--- config.mk ---
export PLATFORM = sky130hd
export DESIGN_NAME = pipe_hazard_ctrl
export DESIGN_NICKNAME = d
export VERILOG_FILES = /design/src/rtl/pipe_hazard_ctrl.sv
export SDC_FILE = /design/constraint.sdc
export NUM_CORES = 1
export LEC_CHECK = 0
export ABC_AREA = 1
export BUFFER_PORTS_ARGS = -buffer_cell sky130_fd_sc_hd__buf_2
export CAP_MARGIN = 20
export CORE_MARGIN = 1.5
export CORE_UTILIZATION = 39
export CTS_BUF_LIST = sky130_fd_sc_hd__clkbuf_8
export DETAILED_ROUTE_END_ITERATION = 10
export GPL_TIMING_DRIVEN = 0
export PLACE_DENSITY = 0.68
export SKIP_CTS_REPAIR_TIMING = 1
export SLEW_MARGIN = 20
export SYNTH_ARGS = -nofsm -noshare
export SYNTH_HDL_FRONTEND = slang
export SYNTH_SLANG_ARGS = --single-unit
export TNS_END_PERCENT = 20
--- constraint.sdc ---
create_clock -name clk_i -period 3.77 [get_ports clk_i]
set_input_delay 0.754 -clock clk_i [delete_from_list [all_inputs] [get_ports clk_i]]
set_output_delay 0.754 -clock clk_i [all_outputs]
set_load 0.01 [all_outputs]
--- src/rtl/pipe_hazard_ctrl.sv ---
// -----------------------------------------------------------------------------
// pipe_hazard_ctrl
//   Central stall/flush controller for a five-stage pipeline. Drives the hold
//   (EN) and clear (bubble) controls of the IF/ID, ID/EXE, EXE/MEM and MEM/WB
//   pipeline registers plus the PC load enable. Handles, highest priority first:
//   exception/eret flush, data-memory wait, multi-cycle divide, load-use hazard.
//
//   All outputs are combinational from the registered state and the current
//   inputs, so a hazard is acted on in the same cycle it is seen.
//
// Parameters
//   DIV_CYCLES    cycles a divide occupies EXE (>= 2)
//   FLUSH_CYCLES  cycles of IF/ID bubble after an exception is taken (>= 1)
//
// Ports
//   clk_i            clock, all state updates on the rising edge
//   rst_i            synchronous active-high reset
//   id_rs_i/id_rt_i  source register fields of the instruction in ID
//   id_use_rs_i/_rt_i  ID instruction actually reads rs / rt
//   exe_load_i       instruction in EXE is a load
//   exe_wreg_i       destination register of the instruction in EXE
//   id_div_start_i   instruction in ID is a divide
//   mem_req_i        instruction in MEM accesses data memory
//   mem_ready_i      data memory completes the access this cycle
//   exc_take_i       exception or eret committed in MEM this cycle
//   pc_en_o          PC load enable
//   *_en_o           pipeline-register hold controls (0 = hold)
//   *_bubble_o       pipeline-register clear controls (1 = insert bubble)
//   div_busy_o       a divide is occupying EXE
//   div_done_o       one-cycle pulse, divide result valid in EXE
//   state_o          0 RUN, 1 MEM_WAIT, 2 DIV_WAIT, 3 FLUSH
// -----------------------------------------------------------------------------
module pipe_hazard_ctrl #(
  parameter int unsigned DIV_CYCLES   = 32,
  parameter int unsigned FLUSH_CYCLES = 1
) (
  input  logic       clk_i,
  input  logic       rst_i,
  input  logic [4:0] id_rs_i,
  input  logic [4:0] id_rt_i,
  input  logic       id_use_rs_i,
  input  logic       id_use_rt_i,
  input  logic       exe_load_i,
  input  logic [4:0] exe_wreg_i,
  input  logic       id_div_start_i,
  input  logic       mem_req_i,
  input  logic       mem_ready_i,
  input  logic       exc_take_i,
  output logic       pc_en_o,
  output logic       if_id_en_o,
  output logic       if_id_bubble_o,
  output logic       id_exe_en_o,
  output logic       id_exe_bubble_o,
  output logic       exe_mem_en_o,
  output logic       exe_mem_bubble_o,
  output logic       mem_wb_bubble_o,
  output logic       div_busy_o,
  output logic       div_done_o,
  output logic [1:0] state_o
);

  typedef enum logic [1:0] {
    ST_RUN      = 2'd0,
    ST_MEM_WAIT = 2'd1,
    ST_DIV_WAIT = 2'd2,
    ST_FLUSH    = 2'd3
  } state_e;

  localparam int unsigned DCW = (DIV_CYCLES > 2)   ? $clog2(DIV_CYCLES)   : 1;
  localparam int unsigned FCW = (FLUSH_CYCLES > 1) ? $clog2(FLUSH_CYCLES) : 1;

  // The divide counter holds the number of DIV_WAIT cycles still to follow the
  // current one, so loading DIV_CYCLES-1 on issue gives exactly DIV_CYCLES
  // cycles in EXE, with div_done on the last.
  localparam logic [DCW-1:0] DIV_LOAD   = DCW'(DIV_CYCLES - 1);
  localparam logic [FCW-1:0] FLUSH_LOAD = FCW'(FLUSH_CYCLES - 1);

  state_e         state_q, state_d;
  logic [DCW-1:0] div_cnt_q, div_cnt_d;
  logic [FCW-1:0] flush_cnt_q, flush_cnt_d;

  logic mw;      // memory access outstanding and not completing this cycle
  logic lu;      // ID reads the register a load in EXE is about to write
  logic rs_hit;
  logic rt_hit;

  // ---------------------------------------------------------------------------
  // Hazard detection
  // ---------------------------------------------------------------------------
  assign mw     = mem_req_i & ~mem_ready_i;
  assign rs_hit = id_use_rs_i & (id_rs_i == exe_wreg_i);
  assign rt_hit = id_use_rt_i & (id_rt_i == exe_wreg_i);
  // r0 is hardwired to zero, so a load targeting it never creates a dependency.
  assign lu     = exe_load_i & (exe_wreg_i != 5'd0) & (rs_hit | rt_hit);

  // ---------------------------------------------------------------------------
  // State register
  // ---------------------------------------------------------------------------
  // NOTE: sequential state uses non-blocking assignments so every register
  // samples its pre-edge value regardless of statement order.
  always_ff @(posedge clk_i) begin
    if (rst_i) begin
      state_q     <= ST_RUN;
      div_cnt_q   <= '0;
      flush_cnt_q <= '0;
    end else begin
      state_q     <= state_d;
      div_cnt_q   <= div_cnt_d;
      flush_cnt_q <= flush_cnt_d;
    end
  end

  // ---------------------------------------------------------------------------
  // Next-state logic
  // ---------------------------------------------------------------------------
  // NOTE: every signal driven here gets a default first; a path that leaves
  // one unassigned would infer a latch.
  always_comb begin
    state_d     = state_q;
    div_cnt_d   = div_cnt_q;
    flush_cnt_d = flush_cnt_q;

    if (exc_take_i) begin
      // An exception kills whatever is in flight, including a divide, and
      // restarts the flush count even if already flushing.
      state_d     = ST_FLUSH;
      flush_cnt_d = FLUSH_LOAD;
      div_cnt_d   = '0;
    end else begin
      unique case (state_q)
        ST_RUN: begin
          if (mw) begin
            state_d = ST_MEM_WAIT;
          end else if (!lu && id_div_start_i) begin
            // A divide blocked by a load-use bubble stays in ID and issues
            // on a later cycle once the load has moved on.
            state_d   = ST_DIV_WAIT;
            div_cnt_d = DIV_LOAD;
          end
        end

        ST_MEM_WAIT: begin
          if (!mw) state_d = ST_RUN;
        end

        ST_DIV_WAIT: begin
          // Counter runs down even while memory stalls, then parks at zero
          // until the memory wait clears.
          if (div_cnt_q != '0) begin
            div_cnt_d = div_cnt_q - DCW'(1);
          end else if (!mw) begin
            state_d = ST_RUN;
          end
        end

        ST_FLUSH: begin
          if (flush_cnt_q == '0) begin
            state_d = ST_RUN;
          end else begin
            flush_cnt_d = flush_cnt_q - FCW'(1);
          end
        end

        default: state_d = ST_RUN;
      endcase
    end
  end

  // ---------------------------------------------------------------------------
  // Output logic
  // ---------------------------------------------------------------------------
  always_comb begin
    pc_en_o          = 1'b1;
    if_id_en_o       = 1'b1;
    if_id_bubble_o   = 1'b0;
    id_exe_en_o      = 1'b1;
    id_exe_bubble_o  = 1'b0;
    exe_mem_en_o     = 1'b1;
    exe_mem_bubble_o = 1'b0;
    mem_wb_bubble_o  = 1'b0;
    div_busy_o       = 1'b0;
    div_done_o       = 1'b0;

    if (!rst_i) begin
      // div_busy follows the registered state, so on an exception it stays
      // high for that cycle and drops on the next.
      div_busy_o = (state_q == ST_DIV_WAIT);

      if (exc_take_i) begin
        // Squash the three younger instructions; the PC loads the handler.
        if_id_bubble_o   = 1'b1;
        id_exe_bubble_o  = 1'b1;
        exe_mem_bubble_o = 1'b1;
      end else begin
        unique case (state_q)
          ST_RUN, ST_MEM_WAIT: begin
            if (mw) begin
              // Freeze everything up to MEM; WB gets a bubble so the
              // stalled access is not written back twice.
              pc_en_o         = 1'b0;
              if_id_en_o      = 1'b0;
              id_exe_en_o     = 1'b0;
              exe_mem_en_o    = 1'b0;
              mem_wb_bubble_o = 1'b1;
            end else if (state_q == ST_RUN && lu) begin
              // Hold IF and ID one cycle; the load moves on into MEM.
              pc_en_o         = 1'b0;
              if_id_en_o      = 1'b0;
              id_exe_bubble_o = 1'b1;
            end
          end

          ST_DIV_WAIT: begin
            if (div_cnt_q == '0 && !mw) begin
              div_done_o = 1'b1;
            end else begin
              // Divide holds EXE; MEM drains with bubbles behind it unless
              // memory itself is stalled, in which case MEM holds too.
              pc_en_o          = 1'b0;
              if_id_en_o       = 1'b0;
              id_exe_en_o      = 1'b0;
              exe_mem_bubble_o = 1'b1;
              if (mw) begin
                exe_mem_en_o    = 1'b0;
                mem_wb_bubble_o = 1'b1;
              end
            end
          end

          ST_FLUSH: begin
            if_id_bubble_o = 1'b1;
          end

          default: ;
        endcase
      end
    end
  end

  assign state_o = state_q;

endmodule

==> results of run 1 <==
[layout make-up]
type	instances	area [sq um]	share of cell area, %
clock inverters	1	3.75	0.339
plain buffers	1	7.51	0.677
clock buffers	3	41.3	3.72
repair buffers	35	175	15.8
flip-flops and latches	7	140	12.6
inverters	31	116	10.5
multi-input cells	123	591	53.3
well taps	27	33.8	3.05
[flip-flops by register name, summed over array words and instances, names as in the netlist]
register,count
div_cnt_q,5
state_o,2
[critical path: cells and delay by family]
family / cells / cell delay [ps]
buf+inv: 4 / 410
compound gates: 1 / 150
simple gates: 4 / 620
[report_power, final]
part	switching, mW	internal (mW)	total (mW)	leakage (nW)
registers	0.00760	0.0830	0.0906	0.0576
clock network	0.0311	0.0702	0.101	0.0269
logic	0.0941	0.0590	0.153	0.611
[path summary, 6_finish.rpt]
check / from / to / slack [ps] / cells past startpoint
setup / recovery: mem_ready_i / pc_en_o / 1090 / 9
hold / removal: div_cnt_q[3] / div_cnt_q[3] / 570 / 4
setup reg to reg: state_o[0] / div_cnt_q[0] / 1870 / 8
hold reg to reg: div_cnt_q[3] / div_cnt_q[3] / 570 / 4
[stage by stage]
stage	cell area, sq um	worst slack, ps	power (mW)
finish	1110	1090	0.345
global route	1110	974	0.379
CTS	1110	1100	0.348
detailed placement	1060	1100	0.244
global placement	1060	1100	0.239
floorplan	855	1350	0.196
[Yosys cell counts]
cell,count
nand2_1,59
inv_1,31
nor2_1,26
dfxtp_1,7
ha_1,7
nand3_1,7
a21oi_1,6
nor3_1,3
o21ai_0,3
nand2_2,2
o31ai_1,2
a22oi_1,1
and3_1,1
buf_4,1
nand3_2,1
nand4_1,1
nor2_2,1
nor2_4,1
o211ai_1,1
or2_2,1
[metal layers]
metal / GRT usage, % / vias to the layer above / share of wire [%]
met2: 33.1 / 28 / 48
li1: - / 568 / -
met1: 21.1 / 446 / 45
met5: 0 / - / 0
met3: 4.55 / 6 / 5.3
met4: 7.41 / 0 / 1.7
[cell families after synthesis]
kind of cell	Yosys count	share of synthesized area [%]
buffers and inverters	32	14.5
AND/OR/NAND/NOR	103	50.1
AO/OA/AOI/OAI	13	8.78
adder cells (fa/ha/maj)	7	10.2
flip-flops	7	16.4
==> flow_metrics.tcl, run 1 <==
set metrics [dict create \
    status "finished, final reports clean" \
    path_class "in2out" \
    max_freq_mhz 373 \
    grt_antenna_before_repair 0 \
    ctsHtreeMaxLevel 1 \
    die_w_um 49.8 \
    grt_overflow 0 \
    min_path_type "reg2reg" \
    num_vias 1048 \
    initial_core_util_pct 42.3 \
    fp-row-count 16 \
    synth_area_sq_um 855 \
    cp_slowest_cell "nor2_2" \
    syn-instance-count 162 \
    synth-seq-cells 7 \
    ios 36 \
    syn2layout_area_growth_pct 29.7 \
    die_h_um 49.8 \
    cts_sinks 7 \
    hold_violations 0 \
    core_sq_mm 0.00202 \
    cp_max_fo 9 \
    setup_tns_ps 0 \
    first_global_vias 967 \
    crit_arrival_ps 1930 \
    grt_usage_pct 18.6 \
    wire_per_inst_um 9.05 \
    port_buffers 35 \
    drv_slew 0 \
    fin_hold_ws_ps 569 \
    root_buffer "clkbuf_8" \
    via_per_inst 4.60 \
    grt_pass1_wl_um 3680 \
    peakVddDrop_uv 211 \
    synth_warnings 0 \
    drtPass1Iterations 4 \
    drive_gt1_share_pct 22.4 \
    nets 233 \
    p_leak_nw 0.695 \
    clk_pin_slew_ps 40 \
    period_share_pct 71.1 \
    slowest_delay_ps 290 \
    worstMarginPinSlew_ps 339 \
    synth_cell_types 20 \
    synth_area_leaders "nand2_1 (26%), dfxtp_1 (16%), inv_1 (14%)" \
    drv_cap 0 \
    syn_area_per_cell_sq_um 5.28 \
    required_ps 3020 \
    synth_top_area_share_pct 25.9 \
    final_cell_mix "nand2_1 (59), buf_2 (35), inv_1 (32)" \
    drc_errors 0 \
    ys_seq_area_share_pct 16.4 \
    finalSetupViolCount 0 \
    cts_buffer_depth 2 \
    n_fill_cell 222 \
    wirelength_um 2060 \
    cp-start-kind "primary input" \
    final_util_pct 54.8 \
    cts_tree "built" \
    fin_crit_ps 2680 \
    final_common_cell "nand2_1" \
    finalNonFillerCells 228 \
    synth_nets 193 \
    finClkSkew_ps 4.19 \
    die_area_sq_mm 0.00248 \
    netlist.top_cell.by_area "nand2_1" \
    grt_max_degree 11 \
    clkLatencyLatePin_ps 230 \
    powerDensity_mw_per_mm2 311 \
    gp_congestion 0.835 \
    endpoint_kind "output port" \
    slew_headroom_pct 77.4 \
    grt_setup_unrepaired "no" \
    crit_chain "buf_2 -> nor2_2 -> nor2_1 -> nand2_1 -> nand2_1 -> o21ai_0 -> inv_1 -> buf_4 -> buf_2" \
    placedCellCount 224 \
    antenna_cells 0 \
    hpwl_um 1700 \
    cts_buffers 3 \
    drt-initial-drc-count 22 \
    drtAntennaViolNets 0 \
]
Power figures use the tool's default switching activity.
==> run 2, diff against run 1 <==
--- a/config.mk
+++ b/config.mk
@@ -13,7 +13,7 @@
 export CTS_BUF_LIST = sky130_fd_sc_hd__clkbuf_8
 export DETAILED_ROUTE_END_ITERATION = 10
 export GPL_TIMING_DRIVEN = 0
-export PLACE_DENSITY = 0.68
+export PLACE_DENSITY = 0.71
 export SKIP_CTS_REPAIR_TIMING = 1
 export SLEW_MARGIN = 20
 export SYNTH_ARGS = -nofsm -noshare
==> constraint.sdc (replaced) <==
create_clock -name clk_i -period 2.35 [get_ports clk_i]
set_input_delay 0.47 -clock clk_i [delete_from_list [all_inputs] [get_ports clk_i]]
set_output_delay 0.47 -clock clk_i [all_outputs]
set_load 0.01 [all_outputs]
==> run 2 against run 1 <==
  * Clock power grew 72%
  * Core utilization grew 0.31 points
  * Count of clock-buffer cells in the layout is the same
  * Setup slack lost 920 ps
  * Largest cell class unchanged
==> flow_metrics.tcl, run 2 (synthesized netlist as in run 1, its figures left out) <==
set metrics [dict create \
    status "finished, final reports clean" \
    finalNonFillerCells 228 \
    reg2reg_slack_ps 540 \
    slew_headroom_pct 76.2 \
    hpwl_um 1800 \
    required_ps 1880 \
    drv_slew 0 \
    clk_pin_slew_ps 40 \
    max_freq_mhz 459 \
    ios 36 \
    initial_core_util_pct 42.3 \
    fin_crit_ps 2180 \
    hold_violations 0 \
    via_per_inst 4.53 \
    worst_hold_startpoint "state_o[1]" \
    clkLatencyLatePin_ps 230 \
    wirelength_um 2190 \
    worstMarginPinSlew_ps 357 \
    finalSetupViolCount 0 \
    port_buffers 35 \
    grt_max_degree 11 \
    grt_setup_unrepaired "no" \
    core_sq_mm 0.00202 \
    final_util_pct 55.1 \
    num_vias 1033 \
    cts_buffer_depth 2 \
    regArea_sq_um 143 \
    cp_max_fo 4 \
    cts_sinks 7 \
    drive_gt1_share_pct 24.4 \
    total_power_uw 571 \
    period_share_pct 92.8 \
    r2r-start "state_o[0]" \
    nets 233 \
    grt_pass1_wl_um 3730 \
    cts_tree "built" \
    syn2layout_area_growth_pct 30.5 \
    largest_reg_flops 5 \
    final_cell_mix "nand2_1 (59), buf_2 (35), inv_1 (31)" \
    drc_errors 0 \
    grt_antenna_before_repair 0 \
    die_w_um 49.8 \
    gp_congestion 0.794 \
    holdPathEnd "state_o[1]" \
    drtAntennaViolNets 0 \
    worstRegToRegCells 8 \
    fp-row-count 16 \
    peakVddDrop_uv 426 \
    wire_per_inst_um 9.59 \
    first_global_vias 962 \
    grt_overflow 0 \
    drt-initial-drc-count 10 \
    placedCellCount 224 \
    antenna_cells 0 \
    drv_cap 0 \
    ctsHtreeMaxLevel 1 \
    path_class "reg2out" \
    p_leak_nw 0.694 \
    die_h_um 49.8 \
    holdPathStages 2 \
    n_fill_cell 223 \
    crit_arrival_ps 1710 \
    powerDensity_mw_per_mm2 512 \
    min_path_type "reg2reg" \
    finClkSkew_ps 0.288 \
    die_area_sq_mm 0.00248 \
    setup_tns_ps 0 \
    cts_buffers 3 \
    drtPass1Iterations 3 \
    top_register "div_cnt_q" \
    root_buffer "clkbuf_8" \
    r2r-end "div_cnt_q[4]" \
    multi_input_comb_area_sq_um 593 \
    final_common_cell "nand2_1" \
    endpoint_kind "output port" \
    cp-start-kind "flop" \
    grt_usage_pct 19.2 \
]
-- run 2: power by group --
group	internal (mW)	switching (mW)	leakage [nW]	total, mW
sequential	0.134	0.0121	0.0580	0.146
clock	0.115	0.0587	0.0255	0.174
combinational	0.0957	0.155	0.611	0.251
-- run 2: layout make-up --
type / count / area share, %
multi-input combinational: 123 / 53.2
timing repair buffer: 35 / 15.7
sequential: 7 / 12.8
inverter: 31 / 10.4
clock buffer: 3 / 3.70
tap: 27 / 3.03
buffer: 1 / 0.673
clock inverter: 1 / 0.449
-- run 2: layer usage --
layer / part of all wire [%] / vias to the layer above / track usage, %
met1: 45 / 438 / 20.6
met3: 4.8 / 2 / 5.15
met2: 50 / 26 / 36.2
li1: - / 567 / -
met5: 0 / - / 0
met4: 0.46 / 0 / 5.09
-- run 2: stage by stage --
step / setup slack, ps / hold slack (ps) / area, sq um
2_1_floorplan: 476 / 524 / 855
3_3_place_gp: 251 / 538 / 1060
3_5_place_dp: 238 / 550 / 1060
4_1_cts: 127 / 559 / 1110
5_1_grt: 3.42 / 558 / 1110
6_report: 169 / 543 / 1110
-- run 2: worst max-delay path by stage --
stage                         end         start
after floorplan           pc_en_o    state_o[0]
after global placement    pc_en_o   mem_ready_i
after detailed placement  pc_en_o   mem_ready_i
after CTS                 pc_en_o  div_cnt_q[0]
after global routing      pc_en_o  div_cnt_q[0]
final                     pc_en_o  div_cnt_q[0]
-- run 2: worst max-delay path, stage by stage (launching register included) --
cell      delay, ps
dfxtp_1         300
inv_1           120
ha_1            170
nand3_1         110
nor2_2          160
nand2_1         110
o211ai_1        110
o21ai_0         110
inv_1            80
buf_4            90
buf_2           110
